## src/rtl/vga_sync_rx.sv

```systemverilog
// VGA sync receiver: samples h_sync/v_sync/blank_n, measures line and frame periods,
// locks to a stable timing and recovers active-area coordinates plus frame/line strobes.
module vga_sync_rx #(
    parameter int CNT_W       = 10,
    parameter bit SYNC_LOW    = 1'b1,
    parameter int LOCK_FRAMES = 2
) (
    input  logic             clk,
    input  logic             rst,
    input  logic             h_sync,
    input  logic             v_sync,
    input  logic             blank_n,
    output logic             pix_valid,
    output logic [CNT_W-1:0] pos_x,
    output logic [CNT_W-1:0] pos_y,
    output logic             frame_start,
    output logic             line_start,
    output logic [CNT_W-1:0] h_total,
    output logic [CNT_W-1:0] v_total,
    output logic             locked,
    output logic             sync_err
);
    typedef enum logic [1:0] {
        ST_SEARCH  = 2'd0,
        ST_MEASURE = 2'd1,
        ST_LOCKED  = 2'd2
    } state_t;

    localparam logic [CNT_W-1:0] CNT_MAX    = '1;
    localparam logic [CNT_W-1:0] CNT_ONE    = {{(CNT_W-1){1'b0}}, 1'b1};
    localparam logic [3:0]       MATCH_LOCK = 4'(LOCK_FRAMES - 1);

    function automatic logic [CNT_W-1:0] sat_inc(input logic [CNT_W-1:0] v);
        if (v == CNT_MAX) return v;
        return v + CNT_ONE;
    endfunction

    state_t           state_q, state_d;
    logic             hs1_q, hs1_d, vs1_q, vs1_d, bl1_q, bl1_d;
    logic             hs2_q, hs2_d, vs2_q, vs2_d, bl2_q, bl2_d;
    logic [CNT_W-1:0] hcnt_q, hcnt_d, vcnt_q, vcnt_d;
    logic [CNT_W-1:0] h_ref_q, h_ref_d, v_ref_q, v_ref_d;
    logic [3:0]       match_q, match_d;
    logic             first_line_q, first_line_d;
    logic             first_frame_q, first_frame_d;
    logic             line_bad_q, line_bad_d;
    logic [CNT_W-1:0] h_total_q, h_total_d, v_total_q, v_total_d;
    logic             pix_valid_q, pix_valid_d;
    logic [CNT_W-1:0] pos_x_q, pos_x_d, pos_y_q, pos_y_d;
    logic             frame_start_q, frame_start_d;
    logic             line_start_q, line_start_d;
    logic             sync_err_q, sync_err_d;

    logic             hs_lead, vs_lead, bl_fall, ovf, frame_good;
    logic [CNT_W-1:0] line_per;

    always_comb begin
        // Stage s1 samples normalised inputs; stage s2 is its one-cycle delay for edges
        hs1_d = SYNC_LOW ? ~h_sync : h_sync;
        vs1_d = SYNC_LOW ? ~v_sync : v_sync;
        bl1_d = blank_n;
        hs2_d = hs1_q;
        vs2_d = vs1_q;
        bl2_d = bl1_q;

        hs_lead  = hs1_q & ~hs2_q;
        vs_lead  = vs1_q & ~vs2_q;
        bl_fall  = bl2_q & ~bl1_q;
        ovf      = (hcnt_q == CNT_MAX) || (vcnt_q == CNT_MAX);
        line_per = hcnt_q + CNT_ONE;

        hcnt_d = hs_lead ? '0 : sat_inc(hcnt_q);
        vcnt_d = vcnt_q;
        if (vs_lead)      vcnt_d = '0;
        else if (hs_lead) vcnt_d = sat_inc(vcnt_q);

        // Coordinate outputs follow the input stream regardless of lock
        pix_valid_d   = bl1_q;
        pos_x_d       = (bl1_q && bl2_q) ? sat_inc(pos_x_q) : '0;
        pos_y_d       = pos_y_q;
        if (vs_lead)      pos_y_d = '0;
        else if (bl_fall) pos_y_d = sat_inc(pos_y_q);
        frame_start_d = vs_lead;
        line_start_d  = hs_lead;

        state_d       = state_q;
        h_ref_d       = h_ref_q;
        v_ref_d       = v_ref_q;
        match_d       = match_q;
        first_line_d  = first_line_q;
        first_frame_d = first_frame_q;
        line_bad_d    = line_bad_q;
        h_total_d     = h_total_q;
        v_total_d     = v_total_q;
        sync_err_d    = 1'b0;
        frame_good    = 1'b0;

        case (state_q)
            ST_SEARCH: begin
                if (vs_lead) begin
                    state_d       = ST_MEASURE;
                    match_d       = '0;
                    first_frame_d = 1'b1;
                    first_line_d  = 1'b1;
                    line_bad_d    = 1'b0;
                end
            end
            ST_MEASURE: begin
                if (ovf) begin
                    state_d = ST_SEARCH;
                end else if (vs_lead) begin
                    // First frame after SEARCH only establishes the vertical reference
                    frame_good    = !line_bad_q && (first_frame_q || (vcnt_q == v_ref_q));
                    v_ref_d       = vcnt_q;
                    first_frame_d = 1'b0;
                    first_line_d  = 1'b1;
                    line_bad_d    = 1'b0;
                    if (frame_good) begin
                        match_d = match_q + 4'd1;
                        if (match_q == MATCH_LOCK) begin
                            state_d   = ST_LOCKED;
                            h_total_d = h_ref_q;
                            v_total_d = vcnt_q;
                        end
                    end else begin
                        match_d = '0;
                    end
                end else if (hs_lead) begin
                    if (first_line_q) begin
                        h_ref_d      = line_per;
                        first_line_d = 1'b0;
                    end else if (line_per != h_ref_q) begin
                        line_bad_d = 1'b1;
                    end
                end
            end
            ST_LOCKED: begin
                if (ovf || (hs_lead && (line_per != h_total_q)) ||
                    (vs_lead && (vcnt_q != v_total_q))) begin
                    state_d    = ST_SEARCH;
                    sync_err_d = 1'b1;
                end
            end
            default: state_d = ST_SEARCH;
        endcase
    end

    always_ff @(posedge clk or posedge rst) begin
        if (rst) begin
            state_q       <= ST_SEARCH;
            hs1_q         <= 1'b0;
            vs1_q         <= 1'b0;
            bl1_q         <= 1'b0;
            hs2_q         <= 1'b0;
            vs2_q         <= 1'b0;
            bl2_q         <= 1'b0;
            hcnt_q        <= '0;
            vcnt_q        <= '0;
            h_ref_q       <= '0;
            v_ref_q       <= '0;
            match_q       <= '0;
            first_line_q  <= 1'b0;
            first_frame_q <= 1'b0;
            line_bad_q    <= 1'b0;
            h_total_q     <= '0;
            v_total_q     <= '0;
            pix_valid_q   <= 1'b0;
            pos_x_q       <= '0;
            pos_y_q       <= '0;
            frame_start_q <= 1'b0;
            line_start_q  <= 1'b0;
            sync_err_q    <= 1'b0;
        end else begin
            state_q       <= state_d;
            hs1_q         <= hs1_d;
            vs1_q         <= vs1_d;
            bl1_q         <= bl1_d;
            hs2_q         <= hs2_d;
            vs2_q         <= vs2_d;
            bl2_q         <= bl2_d;
            hcnt_q        <= hcnt_d;
            vcnt_q        <= vcnt_d;
            h_ref_q       <= h_ref_d;
            v_ref_q       <= v_ref_d;
            match_q       <= match_d;
            first_line_q  <= first_line_d;
            first_frame_q <= first_frame_d;
            line_bad_q    <= line_bad_d;
            h_total_q     <= h_total_d;
            v_total_q     <= v_total_d;
            pix_valid_q   <= pix_valid_d;
            pos_x_q       <= pos_x_d;
            pos_y_q       <= pos_y_d;
            frame_start_q <= frame_start_d;
            line_start_q  <= line_start_d;
            sync_err_q    <= sync_err_d;
        end
    end

    assign pix_valid   = pix_valid_q;
    assign pos_x       = pos_x_q;
    assign pos_y       = pos_y_q;
    assign frame_start = frame_start_q;
    assign line_start  = line_start_q;
    assign h_total     = h_total_q;
    assign v_total     = v_total_q;
    assign locked      = (state_q == ST_LOCKED);
    assign sync_err    = sync_err_q;

endmodule

```

## config.mk

```make
export PLATFORM = sky130hd
export DESIGN_NAME = vga_sync_rx
export DESIGN_NICKNAME = d
export VERILOG_FILES = /design/src/rtl/vga_sync_rx.sv
export SDC_FILE = /design/constraint.sdc
export NUM_CORES = 1
export LEC_CHECK = 0
export CORE_UTILIZATION = 55
export DETAILED_ROUTE_END_ITERATION = 10
export PLACE_DENSITY = 0.85
export SYNTH_ARGS = -nofsm -noshare
export SYNTH_HDL_FRONTEND = slang
export SYNTH_SLANG_ARGS = --single-unit
```

## constraint.sdc

```tcl
create_clock -name clk -period 3.6 [get_ports clk]
set_clock_uncertainty 0.05 [all_clocks]
set_input_delay 0.36 -clock clk [delete_from_list [all_inputs] [get_ports clk]]
set_output_delay 0.36 -clock clk [all_outputs]
set_load 0.1 [all_outputs]
```

---- Word level (Yosys, flattened, before mapping) ----
Index checks and enable logic that the tools add are counted.
operators by class
  add/sub/neg operators ................... 5
  eq/ne operators ......................... 25
  mux-type cells .......................... 46
  bitwise operators ....................... 10
  reductions and logical operators ........ 22
operators with widths
  operator               count
  $mux 10                10
  $add 10x1->10 const B  4
  $eq 10x10->1 const B   4
  $ne 10x10->1           3
  $ne 3x3->1 const B     10
  $mux 1                 21
  $mux 4                 4
  $reduce_and 5->1       3
  $mux 2                 6
  $eq 10x10->1           1
  $pmux 4 s2             1
  $reduce_and 4->1       2
  $not 1->1              7
  $ne 2x2->1 const B     3
  $pmux 1 s2             3
  $pmux 2 s3             1
  $reduce_and 6->1       1
  $reduce_bool 2->1      3
  $add 4x1->4 const B    1
  $eq 4x1->1 const B     1
  $logic_and 1x1->1      4
  $logic_or 1x1->1       4
  $reduce_and 2->1       2
  $and 1x1->1            3
  6 further kinds        6
storage, ports and cells
  register bits ........................... 98
  input bits .............................. 5
  output and inout port bits .............. 45

---- Depth between registers and ports, before layout ----
  depth in word-level cells ............... 8
  gate-level depth with buffers ........... 8

---- Least setup slack after synthesis ----
OpenSTA, ideal clock, no wires.
  kind .................................... flip-flop to flip-flop
  from .................................... register pos_x_q[0] (netlist: pos_x[0])
  to ...................................... register pos_x_q[6] (netlist: pos_x[6])
  arrival time ............................ 2.330 ns
  data required time ...................... 3.419 ns
  slack ................................... 1.089 ns
  stages on the path, launching flop included .. 8
  buffers on the path ..................... 0
  period minus slack after synthesis ...... 2.511 ns
  cells stage by stage .................... dfrtp_1 -> ha_1 -> nand2_1 -> nor3_1 -> nor2_1 -> and4_1 -> xnor2_1 -> nor2_1
between the ends
  longest elaborated chain between the ends .. 3
ends and longest elaborated chain
  what                                           line    source
  from (decl)                                    49      logic [CNT_W-1:0] pos_x_q, pos_x_d, pos_y_q, pos_y_d;
  from (signal assigned)                         192     pos_x_q <= pos_x_d;
  $add 10x1->10 or $eq 10x10->1 (tied branches)  35, 34
  $mux 10 or $mux 1 (tied branches)              35, 34
  $mux 10 or $ne 3x3->1 (tied branches)          --
Several ways; a longest one is shown, not always the timed one. The select of a mux whose other input is x is not followed.
A chain may end at the register's enable or synchronous reset.

---- Final worst setup path ----
  from .................................... register hcnt_q[0]
  to ...................................... register h_total_q[5] (netlist: h_total[5])
between the ends
  longest elaborated chain between the ends .. 4
ends and longest elaborated chain
  what                               line  source
  from (decl)                        41    logic [CNT_W-1:0] hcnt_q, hcnt_d, vcnt_q, vcnt_d;
  from (signal assigned)             181   hcnt_q <= hcnt_d;
  $eq 10x10->1                       69    ovf = (hcnt_q == CNT_MAX) || (vcnt_q == CNT_MAX);
  $logic_or 1x1->1                   69
  $not 1->1 (no source line)         --
  $reduce_and 5->1 (no source line)  --
  to (signal assigned)               189   h_total_q <= h_total_d;
  to (decl)                          47    logic [CNT_W-1:0] h_total_q, h_total_d, v_total_q, v_total_d;
No other way between the ends.

==> results_dict.tcl <==
set metrics [dict create \
    io_pins 50 \
    final_util_pct 66.77 \
    grt_pass1_wl_mm 16.82 \
    clockBufferDepth 2 \
    slew_violations 0 \
    setup-tns-final_ps 0 \
    port_buffers 49 \
    hp-start "hs1_q" \
    finalHoldViolCount 0 \
    ys_types 51 \
    hold_ws_ps 340.8 \
    cpPeakStageDelay_ps 610 \
    worstHoldPathType "reg2reg" \
    design_area_um2 5597 \
    synth_top_cells_by_area "dfrtp_1 (50%), mux2_2 (6.7%), xor2_1 (6.5%)" \
    num_vias 3545 \
    gp_congestion 0.8774 \
    worstSetupEndpointType "register" \
    ys_ff_latch 98 \
    cts.htree.levels 3 \
    dp_cells 589 \
    antenna_cells 0 \
    clk_latency_ps 370 \
    nets 506 \
    yosysTopAreaCell "dfrtp_1" \
    synth-async-reset-ratio_pct 100.0 \
    die_x_um 96 \
    cts_setup_buffers 0 \
    drtPass1Iterations 4 \
    grtUsageTotal_pct 24.30 \
    syn_avg_cell_area_um2 10.78 \
    cts_made_buffers 9 \
    worstMarginPinSlew_ps 992.7 \
    min_to "hs2_q" \
    routed_wl_mm 9.961 \
    p_total_mw 3.492 \
    synth_edf_count 0 \
    status "finished, final reports clean" \
    die-height_um 96 \
    grt_max_degree 61 \
    cp-start-kind "register" \
    via_per_inst 5.860 \
    clk_pin_slew_worst_paths_ps 90 \
    critPathMaxFanout 12 \
    hold_buffers 0 \
    drive_gt1_share_pct 13.40 \
    cts_tree "yes" \
    crit_type "reg2reg" \
    rows 33 \
    r2r_end "h_total[5]" \
    slew_headroom_pct 33.61 \
    area_delta_synth_final_pct 15.16 \
    grt_pass1_vias 3443 \
    setup_violations 0 \
    crit_top_cell "buf_4" \
    rr_startpoint "hcnt_q[0]" \
    drc 0 \
    peakVddDrop_mv 0.4252 \
    stdcell_count 605 \
    power_density_nw_per_um2 623.9 \
    syn-num-nets 462 \
    hold_depth 0 \
    r2r_cells 9 \
    synth_top_area_share_pct 50.46 \
    hpwl_mm 7.045 \
    ys_warn_count 0 \
    crit_chain "ha_1 > nand4_1 > or3_1 > o21ai_2 > nor3_1 > buf_4 > nand2_1 > buf_4 > mux2_2" \
    drv_cap 0 \
    die_area_um2 9216 \
    antenna_left 0 \
    rsz0062_at_grt "no" \
    synthCells 451 \
    antenna_found_initial 0 \
    clkSinkCount 98 \
    rrSetupSlack_ps 650 \
    drtIter0Drc 171 \
    syn_area_um2 4860 \
    setup_ws_ps 652.7 \
    leakagePower_nw 2.507 \
    cp.required_ps 3800 \
    initial_utilization_pct 57.98 \
    core_area_um2 8382 \
    arrival_ps 3150 \
    yosysSeqAreaShare_pct 50.46 \
    place_ws_ps 695.3 \
    wl_per_cell_um 16.46 \
    place_area_um2 5401 \
    post_cts_resize_count 0 \
    fmax_mhz 339.3 \
    post-route-min-period_ps 2947 \
    synthFlopType "dfrtp_1" \
    crit_slowest_cell "or3_1" \
    ctsRootBufferMaster "clkbuf_8" \
    grt-ovfl-total 0 \
    period_share_pct 81.87 \
]
## layout make-up
| class | count | area (um^2) |
|---|---|---|
| clock inverter | 6 | 67.56 |
| tap | 105 | 131.4 |
| timing repair buffer | 56 | 543.0 |
| inverter | 11 | 43.79 |
| fill | 627 | 2785 |
| sequential | 98 | 2452 |
| multi-input combinational | 319 | 2231 |
| clock buffer | 10 | 127.6 |
## layer usage
metal,vias up,GRT usage (%),wire length [um]
met3,15,4.897,473
met5,-,0,0
met2,103,39.36,4929
met1,1774,32.85,4431
met4,0,7.836,127
li1,1653,-,-
## critical path: cells and delay by family (launching register included)
kind,cells,cell delay [ps]
buf+inv,2,400
mux,1,360
fa+ha+maj,1,310
flops,1,510
compound gates,1,230
simple gates,4,960
## how the worst max path moves through the flow
| stage | startpoint | to | slack (ps) | cells past startpoint |
|---|---|---|---|---|
| 3_5_place_dp | hcnt_q[0] | v_total[6] | 700 | 9 |
| 6_report | hcnt_q[0] | h_total[5] | 650 | 9 |
| 2_1_floorplan | rst | bl1_q | 630 | 1 |
| 3_3_place_gp | hcnt_q[0] | h_total[0] | 840 | 9 |
| 4_1_cts | hcnt_q[0] | v_total[6] | 670 | 9 |
| 5_1_grt | hcnt_q[0] | h_total[3] | 550 | 9 |
## logic make-up (layout without fill, tap and decap cells)
logic type,count (synthesis),count (layout),share of synthesized area (%)
AOI/OAI and AO/OA,65,65,8.883
xor gates and xnor gates,61,61,10.99
adders and majority gates,6,6,1.545
buffers and inverters,34,83,3.682
DFF,98,98,50.46
muxes,37,37,8.445
and+or+nand+nor,150,150,15.99
## cells in the mapped netlist, types with 4 or more instances
library cell,instances
nand4_1,10
buf_2,11
buf_6,4
xnor2_1,25
nand3_1,17
nor2_1,52
a21oi_1,27
nor2b_1,4
nor4_1,9
xor2_1,36
dfrtp_1,98
clkbuf_1,4
nor3_1,7
and3_1,4
mux2_2,29
o21ai_0,14
nand2b_1,5
ha_1,6
mux2i_1,5
nand2_1,24
inv_1,11
or3_1,5
## sequential cells by signal, indices dropped and copies added (netlist names), 2 cells and up
signal,cells
h_ref_q,10
h_total,10
hcnt_q,10
match_q,4
pos_x,10
pos_y,10
state_q,2
v_ref_q,10
v_total,10
vcnt_q,10
## placed cells by master, fill, tap and decap left out, types with 2 or more instances in the layout
cell / Yosys / routed
buf_4: 2 / 7
nand2b_1: 5 / 5
o31ai_1: 3 / 3
mux2_2: 29 / 29
a2111oi_0: 3 / 3
nor4_1: 9 / 9
nand3b_1: 2 / 2
nand4_1: 10 / 10
and4_1: 3 / 3
o22ai_1: 2 / 2
nor2b_1: 4 / 3
clkinv_4: 0 / 2
xnor2_1: 25 / 25
nor3_1: 7 / 7
nor2_1: 52 / 52
dfrtp_1: 98 / 98
ha_1: 6 / 6
o2bb2ai_2: 2 / 2
clkdlybuf4s50_1: 0 / 49
xor2_1: 36 / 36
mux2_1: 3 / 3
or3_1: 5 / 5
nand2_1: 24 / 24
and3_1: 4 / 4
inv_1: 11 / 10
clkinvlp_4: 0 / 2
a41oi_1: 2 / 2
mux2i_1: 5 / 5
o21ai_2: 2 / 2
a21oi_1: 27 / 27
clkbuf_8: 0 / 9
nand3_1: 17 / 17
o21ai_0: 14 / 14
## where the power goes
part	switching (mW)	total [mW]	internal, mW	leakage (nW)
logic	0.826	1.26	0.438	1.12
registers	0.230	1.52	1.29	1.30
clock network	0.388	0.710	0.323	0.0925
Power figures use the tool's default switching activity.
